--- config.mk ---
export PLATFORM = sky130hd
export DESIGN_NAME = uart_ctrl
export DESIGN_NICKNAME = d
export VERILOG_FILES = /design/src/rtl/uart_ctrl_pkg.sv /design/src/rtl/uart_ctrl_fifo.sv /design/src/rtl/uart_ctrl.sv
export SDC_FILE = /design/constraint.sdc
export NUM_CORES = 1
export LEC_CHECK = 0
export BUFFER_PORTS_ARGS = -buffer_cell sky130_fd_sc_hd__buf_2
export CORE_MARGIN = 1
export CORE_UTILIZATION = 45
export DETAILED_ROUTE_END_ITERATION = 6
export GPL_ROUTABILITY_DRIVEN = 0
export HOLD_SLACK_MARGIN = 0.15
export PLACE_DENSITY = 0.67
export SKIP_LAST_GASP = 1
export SLEW_MARGIN = 15
export SYNTH_ARGS = -nofsm -noshare
export SYNTH_HDL_FRONTEND = slang
export SYNTH_SLANG_ARGS = --single-unit
--- constraint.sdc ---
create_clock -name sysclk -period 2.16 [get_ports sysclk]
set_input_delay 0.432 -clock sysclk [delete_from_list [all_inputs] [get_ports sysclk]]
set_output_delay 0.432 -clock sysclk [all_outputs]
set_load 0.01 [all_outputs]
--- src/rtl/uart_ctrl_pkg.sv ---
// uart_ctrl_pkg
// Shared constants for the UART controller: register word offsets inside the
// peripheral window, STAT/CTRL bit positions and the TX sequencer state type.
package uart_ctrl_pkg;

  // Register word offsets (CPU byte address [3:2])
  localparam logic [1:0] ADDR_TXD  = 2'd0;
  localparam logic [1:0] ADDR_RXD  = 2'd1;
  localparam logic [1:0] ADDR_STAT = 2'd2;
  localparam logic [1:0] ADDR_CTRL = 2'd3;

  // STAT bit positions; bits 4-6 are sticky and write-1-to-clear
  localparam int STAT_RX_VALID = 0;
  localparam int STAT_TX_FULL  = 1;
  localparam int STAT_TX_EMPTY = 2;
  localparam int STAT_TX_BUSY  = 3;
  localparam int STAT_RX_OVR   = 4;
  localparam int STAT_TX_OVF   = 5;
  localparam int STAT_TX_TMO   = 6;

  // CTRL bit positions
  localparam int CTRL_RX_IE = 0;
  localparam int CTRL_TX_IE = 1;

  // TX sequencer states
  typedef enum logic [1:0] {
    IDLE      = 2'd0,
    SEND      = 2'd1,
    WAIT_BUSY = 2'd2,
    WAIT_DONE = 2'd3
  } txState_e;

endpackage

--- src/rtl/uart_ctrl_fifo.sv ---
// uart_ctrl_fifo
// Synchronous byte FIFO buffering CPU transmit data.
// Ports:
//   clk_i       clock, rising edge
//   rst_ni      synchronous active-low reset (empties the FIFO)
//   push_i      write pushData_i (caller guarantees room, or a same-cycle pop)
//   pushData_i  byte to store
//   pop_i       drop the head entry (caller guarantees non-empty)
//   headData_o  current head entry, combinational
//   full_o      all FIFO_DEPTH entries occupied
//   empty_o     no entries
module uart_ctrl_fifo #(
  parameter int FIFO_DEPTH = 8
) (
  input  logic       clk_i,
  input  logic       rst_ni,
  input  logic       push_i,
  input  logic [7:0] pushData_i,
  input  logic       pop_i,
  output logic [7:0] headData_o,
  output logic       full_o,
  output logic       empty_o
);

  localparam int          AW      = $clog2(FIFO_DEPTH);
  localparam logic [AW:0] PTR_ONE = (AW+1)'(1);

  logic [7:0]  mem_q [FIFO_DEPTH];
  logic [AW:0] wrPtr_q;
  logic [AW:0] rdPtr_q;

  // The extra pointer MSB tells a full FIFO (MSBs differ) from an empty one
  // when the index bits coincide.
  assign empty_o    = (wrPtr_q == rdPtr_q);
  assign full_o     = (wrPtr_q[AW] != rdPtr_q[AW]) &&
                      (wrPtr_q[AW-1:0] == rdPtr_q[AW-1:0]);
  assign headData_o = mem_q[rdPtr_q[AW-1:0]];

  // Pointer update; both may advance in one cycle
  always_ff @(posedge clk_i) begin
    if (!rst_ni) begin
      wrPtr_q <= '0;
      rdPtr_q <= '0;
    end else begin
      if (push_i) wrPtr_q <= wrPtr_q + PTR_ONE;
      if (pop_i)  rdPtr_q <= rdPtr_q + PTR_ONE;
    end
  end

  // Storage. A push while full with a pop overwrites the slot being popped,
  // which is safe because the head was already read combinationally.
  always_ff @(posedge clk_i) begin
    if (push_i) mem_q[wrPtr_q[AW-1:0]] <= pushData_i;
  end

endmodule

--- src/rtl/uart_ctrl.sv ---
// uart_ctrl
// Memory-mapped UART sequencer for the CPU peripheral bus. Buffers TX bytes,
// issues one tx_send pulse per byte paced by tx_status, captures received
// bytes with overrun detection and raises a level interrupt.
// Optional feature macro: UART_CTRL_IRQ_EN (interrupt enables and irq output;
// when undefined irq is 0 and CTRL reads 0).
// Ports:
//   sysclk     clock, rising edge
//   reset      synchronous active-low reset
//   addr       register word offset (TXD/RXD/STAT/CTRL)
//   wr_en      bus write strobe
//   rd_en      bus read strobe (only RXD reads have a side effect)
//   wdata      write data
//   rdata      read data, combinational from addr
//   tx_send    one-cycle send request to the UART
//   tx_data    byte to transmit, stable until the sequencer is back in IDLE
//   tx_status  UART TX idle flag
//   rx_status  one-cycle receive-done pulse
//   rx_data    received byte, valid with rx_status
//   irq        level interrupt request
module uart_ctrl
  import uart_ctrl_pkg::*;
#(
  parameter int FIFO_DEPTH  = 8,
  parameter int TIMEOUT_CYC = 8192
) (
  input  logic        sysclk,
  input  logic        reset,
  input  logic [1:0]  addr,
  input  logic        wr_en,
  input  logic        rd_en,
  input  logic [31:0] wdata,
  output logic [31:0] rdata,
  output logic        tx_send,
  output logic [7:0]  tx_data,
  input  logic        tx_status,
  input  logic        rx_status,
  input  logic [7:0]  rx_data,
  output logic        irq
);

  localparam int            CW       = (TIMEOUT_CYC > 1) ? $clog2(TIMEOUT_CYC) : 1;
  localparam logic [CW-1:0] CNT_LAST = CW'(TIMEOUT_CYC - 1);
  localparam logic [CW-1:0] CNT_ONE  = CW'(1);

  txState_e      state_q;
  logic          txSend_q;
  logic [7:0]    txData_q;
  logic [CW-1:0] cnt_q;

  logic [7:0] rxHold_q, rxHold_d;
  logic       rxValid_q, rxValid_d;
  logic       rxOvr_q, rxOvr_d;
  logic       txOvf_q, txOvf_d;
  logic       txTmo_q, txTmo_d;

  logic        fifoFull, fifoEmpty, fifoPush, fifoPop;
  logic [7:0]  fifoHead;
  logic        txdWrite, statWrite, rxdRead, txDrop, tmoHit;
  logic [31:0] statWord, ctrlWord;
  logic        unusedWdata;

  assign unusedWdata = ^wdata[31:8];

  assign txdWrite  = wr_en && (addr == ADDR_TXD);
  assign statWrite = wr_en && (addr == ADDR_STAT);
  assign rxdRead   = rd_en && (addr == ADDR_RXD);

  // A same-cycle pop frees a slot, so a push into a full FIFO is only
  // dropped when the sequencer is not popping.
  assign fifoPop  = (state_q == IDLE) && !fifoEmpty && tx_status;
  assign fifoPush = txdWrite && (!fifoFull || fifoPop);
  assign txDrop   = txdWrite && fifoFull && !fifoPop;
  assign tmoHit   = (state_q == WAIT_BUSY) && tx_status && (cnt_q == CNT_LAST);

  uart_ctrl_fifo #(
    .FIFO_DEPTH (FIFO_DEPTH)
  ) u_fifo (
    .clk_i      (sysclk),
    .rst_ni     (reset),
    .push_i     (fifoPush),
    .pushData_i (wdata[7:0]),
    .pop_i      (fifoPop),
    .headData_o (fifoHead),
    .full_o     (fifoFull),
    .empty_o    (fifoEmpty)
  );

  // TX sequencer. tx_send is registered, so it is high during the cycle after
  // the SEND state, which is also when the timeout counter starts from zero.
  always_ff @(posedge sysclk) begin
    if (!reset) begin
      state_q  <= IDLE;
      txSend_q <= 1'b0;
      txData_q <= 8'h00;
      cnt_q    <= '0;
    end else begin
      txSend_q <= 1'b0;
      unique case (state_q)
        IDLE: begin
          if (fifoPop) begin
            txData_q <= fifoHead;
            state_q  <= SEND;
          end
        end
        SEND: begin
          txSend_q <= 1'b1;
          cnt_q    <= '0;
          state_q  <= WAIT_BUSY;
        end
        WAIT_BUSY: begin
          if (!tx_status)  state_q <= WAIT_DONE;
          else if (tmoHit) state_q <= IDLE;
          else             cnt_q   <= cnt_q + CNT_ONE;
        end
        WAIT_DONE: begin
          if (tx_status) state_q <= IDLE;
        end
      endcase
    end
  end

  assign tx_send = txSend_q;
  assign tx_data = txData_q;

  // RX holding register and sticky flags. Set events are applied after the
  // write-1-to-clear so that a set in the same cycle wins. A read that
  // coincides with a new byte consumes the old byte, so no overrun.
  always_comb begin
    rxHold_d  = rxHold_q;
    rxValid_d = rxValid_q;
    rxOvr_d   = rxOvr_q;
    txOvf_d   = txOvf_q;
    txTmo_d   = txTmo_q;
    if (statWrite) begin
      if (wdata[STAT_RX_OVR]) rxOvr_d = 1'b0;
      if (wdata[STAT_TX_OVF]) txOvf_d = 1'b0;
      if (wdata[STAT_TX_TMO]) txTmo_d = 1'b0;
    end
    if (rxdRead) rxValid_d = 1'b0;
    if (rx_status) begin
      rxHold_d  = rx_data;
      rxValid_d = 1'b1;
      if (rxValid_q && !rxdRead) rxOvr_d = 1'b1;
    end
    if (txDrop) txOvf_d = 1'b1;
    if (tmoHit) txTmo_d = 1'b1;
  end

  always_ff @(posedge sysclk) begin
    if (!reset) begin
      rxHold_q  <= 8'h00;
      rxValid_q <= 1'b0;
      rxOvr_q   <= 1'b0;
      txOvf_q   <= 1'b0;
      txTmo_q   <= 1'b0;
    end else begin
      rxHold_q  <= rxHold_d;
      rxValid_q <= rxValid_d;
      rxOvr_q   <= rxOvr_d;
      txOvf_q   <= txOvf_d;
      txTmo_q   <= txTmo_d;
    end
  end

`ifdef UART_CTRL_IRQ_EN
  logic rxIe_q;
  logic txIe_q;

  always_ff @(posedge sysclk) begin
    if (!reset) begin
      rxIe_q <= 1'b0;
      txIe_q <= 1'b0;
    end else if (wr_en && (addr == ADDR_CTRL)) begin
      rxIe_q <= wdata[CTRL_RX_IE];
      txIe_q <= wdata[CTRL_TX_IE];
    end
  end

  always_comb begin
    ctrlWord             = '0;
    ctrlWord[CTRL_RX_IE] = rxIe_q;
    ctrlWord[CTRL_TX_IE] = txIe_q;
  end

  assign irq = (rxIe_q & rxValid_q) | (txIe_q & fifoEmpty & (state_q == IDLE));
`else
  assign ctrlWord = '0;
  assign irq      = 1'b0;
`endif

  always_comb begin
    statWord                = '0;
    statWord[STAT_RX_VALID] = rxValid_q;
    statWord[STAT_TX_FULL]  = fifoFull;
    statWord[STAT_TX_EMPTY] = fifoEmpty;
    statWord[STAT_TX_BUSY]  = (state_q != IDLE);
    statWord[STAT_RX_OVR]   = rxOvr_q;
    statWord[STAT_TX_OVF]   = txOvf_q;
    statWord[STAT_TX_TMO]   = txTmo_q;
  end

  always_comb begin
    rdata = '0;
    case (addr)
      ADDR_RXD:  rdata = {24'b0, rxHold_q};
      ADDR_STAT: rdata = statWord;
      ADDR_CTRL: rdata = ctrlWord;
      default:   rdata = '0;
    endcase
  end

endmodule

==> results.txt <==
----------------------------------------------------
[Yosys]
  Share of the synthesized area in the top cell type ... 39.6%
  Post-synthesis average cell area ... 13.3 um2
  Post-synth ARST share ... 0%
  Sequential element share of the synthesized area ... 57.7%
  Most used standard cell by instance count after synthesis ... sky130_fd_sc_hd__edfxtp_1
  Main area contributors after synthesis ... sky130_fd_sc_hd__edfxtp_1 40%, sky130_fd_sc_hd__dfxtp_1 18%, sky130_fd_sc_hd__mux4_2 7.4%
  Number of flops mapped to enable cells by yosys ... 64
  Number of different library cells in the post-synthesis netlist ... 51
  Cell types with the highest counts after synthesis ... 64 x sky130_fd_sc_hd__edfxtp_1, 44 x sky130_fd_sc_hd__dfxtp_1, 27 x sky130_fd_sc_hd__buf_4, 27 x sky130_fd_sc_hd__mux2i_1, 20 x sky130_fd_sc_hd__nor2b_1
  Flop and latch count out of synthesis ... 108
  Total standard cell area after synthesis ... 4850 um2
  Instance count of the mapped netlist ... 366
  Area leader, netlist ... sky130_fd_sc_hd__edfxtp_1
  Yosys warning total ... 0
  Prevailing post-synth register cell ... sky130_fd_sc_hd__edfxtp_1

[Detailed routing]
  Met3 WL post-DR ... 385 um
  Uppermost metal layer occupied by signal nets ... met4
  Detailed Route Iter0 Violations ... 132
  DRT met1 WL ... 3950 um
  Routed vias/inst ... 5.27
  Overall routed net length ... 8800 um
  Average routed wire per standard cell ... 15.5 um
  Met2 Wirelength ... 4260 um
  Overall via count from detail_route ... 2989
  Antenna-violating nets left ... 0
  Detailed-route DRC error count ... 0
  DRT Pass-1 Iters ... 4

[Pwr]
  Cell leakage power ... 2.04 nW
  Maximum vdd drop ... 0.326 mV
  Power density of the placed cells ... 704 nW/um2

[Die]
  Floorplan row count ... 37
  IO Count ... 90
  Full die area ... 11200 um2
  CORE AREA ... 10400 um2
  Die width ... 106 um
  Die Height ... 106 um
  Starting density of the core ... 46.8%

[STA]
  Tightest Pin Transition ... 0.547 ns
  Unrepaired setup endpoints after global routing ... no
  Worst rel slew slack ... 63.3%
  Worst Hold Margin ... 0.333 ns
  Final Max Tran Viols ... 0
  Achievable frequency ... 0.497 GHz
  Worst-case setup margin in the final layout ... 0.146 ns
  Final setup fails ... 0
  Total negative slack ... 0 ns
  Worst clock skew ... 0.0105 ns
  Final hold viol count ... 0
  Shortest clock period the worst path allows after layout ... 2.01 ns
  Portion of the clock cycle consumed by the worst path in the final layout ... 93.2%

[Global route]
  Number of global-route vias before repair ... 2783
  Maximum number of pins on one net before global-route repair ... 32
  Initial antenna violation count ... 0
  Global-route wire length before repair ... 14100 um
  GRT Resource Usage Total ... 16.6%
  Total congestion overflow after global routing ... 0

[Run status]
  Result of the run ... finished clean

[Clocking]
  CTS Sinks ... 108
  Register clock-pin slew on the reported worst setup and hold paths ... 0.09 ns
  Hold-fix buffer count after cts ... 0
  Clock latency on the worst-skew pair ... 0.36 ns
  Clock buffers created by TritonCTS ... 9
  Maximum count of clock buffers along a single path ... 2
  CTS root buffer ... sky130_fd_sc_hd__clkbuf_8
  H-tree lvl count ... 3
  Clock tree from TritonCTS ... yes

[Setup path]
  Maximum net fanout on the critical path ... 3
  Required time of the worst setup path ... 1.73 ns
  Register-to-register setup slack ... 0.18 ns
  Crit path DAT ... 1.58 ns
  Capturing point of the worst reg2reg path ... u_fifo.mem_q[1][6]$_DFFE_PP_
  Crit Path Class ... flip-flop to primary output
  Endpoint kind of the worst setup timing path ... primary output
  Startpoint type of the worst setup path ... flip-flop
  Reg-to-Reg Start ... u_fifo.rdPtr_q[0]$_SDFFE_PN0P_
  Depth of the worst register-to-register path ... 5

[Hold path]
  Min-Delay Path Depth ... 3
  Type of the tightest min-delay check ... primary input to flip-flop
  Worst Hold Launch ... rx_data[3]
  Endpoint with the worst hold slack ... rxHold_q[3]$_SDFFE_PN0P_

[Placement]
  Worst setup slack before clock tree synthesis ... 0.0516 ns
  Dpl cells ... 550
  HPWL after detailed placement ... 5940 um
  Count of port buffers added during placement ... 40
  Placed instance area ... 5240 um2

[Finish]
  Number of standard cells in the layout, taps in and fillers out ... 567
  # nets final ... 480
  Area added between synthesis and finish ... 12.9%
  Layout cells sized above 1 ... 26.2%
  Post-route cell area ... 5480 um2
  Diode insertion count for antenna repair ... 0

[Run]
  Max Cap Violations ... 0

----------------------------------------------------
-- routing by layer --
metal / vias up / track usage, %
met3: 16 / 3.34
met2: 92 / 28.2
li1: 1444 / -
met1: 1437 / 20.3
met5: - / 0
met4: 0 / 7.64
-- cells by family after synthesis --
logic type	count (synthesis)	synth area share, %
xor+xnor	6	1.24
compound gates	57	7.61
simple gates	94	12.3
buf+inv	51	6.44
fa+ha+maj	6	1.55
flops	108	57.7
mux	43	13.0
other cells	1	0.0773
-- metrics by stage --
step | util [%] | power, mW
after floorplan | - | 2.57
after global placement | 50.5 | 2.65
after detailed placement | 50.5 | 2.65
after CTS | 52.6 | 3.91
after global routing | 52.8 | 4.02
final | 52.8 | 3.86
-- report_power, final --
group,internal (mW),switching [mW],leakage (nW)
Combinational,0.162,0.204,1.00
Clock,0.579,0.671,0.109
Sequential,2.22,0.0229,0.934
Total,2.96,0.898,2.04
-- worst max-delay path, stage by stage (launching register included) --
cell,delay [ns]
sky130_fd_sc_hd__dfxtp_1,0.35
sky130_fd_sc_hd__xor2_2,0.21
sky130_fd_sc_hd__nor4_4,0.32
sky130_fd_sc_hd__a22oi_1,0.10
sky130_fd_sc_hd__nor2b_1,0.12
sky130_fd_sc_hd__buf_2,0.13
-- placed cells by master, fill, tap and decap left out, types with 4 or more instances in the layout --
cell type | synthesis | layout
sky130_fd_sc_hd__nor2_1 | 5 | 5
sky130_fd_sc_hd__clkbuf_8 | 0 | 10
sky130_fd_sc_hd__o21a_1 | 4 | 4
sky130_fd_sc_hd__nand2b_1 | 8 | 8
sky130_fd_sc_hd__nand4_1 | 7 | 7
sky130_fd_sc_hd__inv_1 | 7 | 7
sky130_fd_sc_hd__buf_2 | 4 | 40
sky130_fd_sc_hd__mux4_2 | 16 | 16
sky130_fd_sc_hd__nand2_1 | 17 | 17
sky130_fd_sc_hd__or3_1 | 4 | 4
sky130_fd_sc_hd__buf_4 | 27 | 29
sky130_fd_sc_hd__nor2b_1 | 20 | 20
sky130_fd_sc_hd__a21oi_1 | 15 | 15
sky130_fd_sc_hd__mux2i_1 | 27 | 27
sky130_fd_sc_hd__conb_1 | 1 | 25
sky130_fd_sc_hd__edfxtp_1 | 64 | 64
sky130_fd_sc_hd__a22oi_1 | 6 | 6
sky130_fd_sc_hd__ha_1 | 6 | 6
sky130_fd_sc_hd__nand3_1 | 7 | 7
sky130_fd_sc_hd__o21ai_0 | 13 | 13
sky130_fd_sc_hd__dfxtp_1 | 44 | 44
-- flip-flops by register name (all words and copies together) (netlist names) --
| name | cells |
|---|---|
| cnt_q | 13 |
| txOvf_q | 1 |
| txTmo_q | 1 |
| rxOvr_q | 1 |
| rxValid_q | 1 |
| tx_send | 1 |
| tx_data | 8 |
| rxHold_q | 8 |
| state_q | 2 |
| u_fifo.mem_q | 64 |
| u_fifo.wrPtr_q | 4 |
| u_fifo.rdPtr_q | 4 |
-- cell type report --
class | count | area (um2)
Sequential cell | 108 | 2800
Timing Repair Buffer | 69 | 418
Tap cell | 136 | 170
Inverter | 7 | 26.3
Fill cell | 871 | 4890
Clock inverter | 6 | 68.8
Multi-Input combinational cell | 231 | 1860
Clock buffer | 10 | 138
-- how the worst max path moves through the flow --
stage                                        start                           end  slack (ns)  cells after the start
floorplan                                tx_status  u_fifo.mem_q[3][0]$_DFFE_PP_        0.17                      4
global placement                         tx_status  u_fifo.mem_q[1][1]$_DFFE_PP_        0.07                      4
detailed placement                       tx_status  u_fifo.mem_q[1][1]$_DFFE_PP_        0.05                      4
CTS                 u_fifo.wrPtr_q[0]$_SDFFE_PN0P_                      rdata[2]        0.06                      5
global route        u_fifo.wrPtr_q[1]$_SDFFE_PN0P_                      rdata[1]       0.002                      5
finish              u_fifo.wrPtr_q[1]$_SDFFE_PN0P_                      rdata[1]        0.15                      5
-- timing repair --
item                       CTS  global route
pin swaps                    1             1
hold endpoints to repair     0             0
setup endpoints to repair    1            10
gates resized for setup      0             4
setup buffers                1             0
No activity file was read; power rests on OpenSTA's default activity.
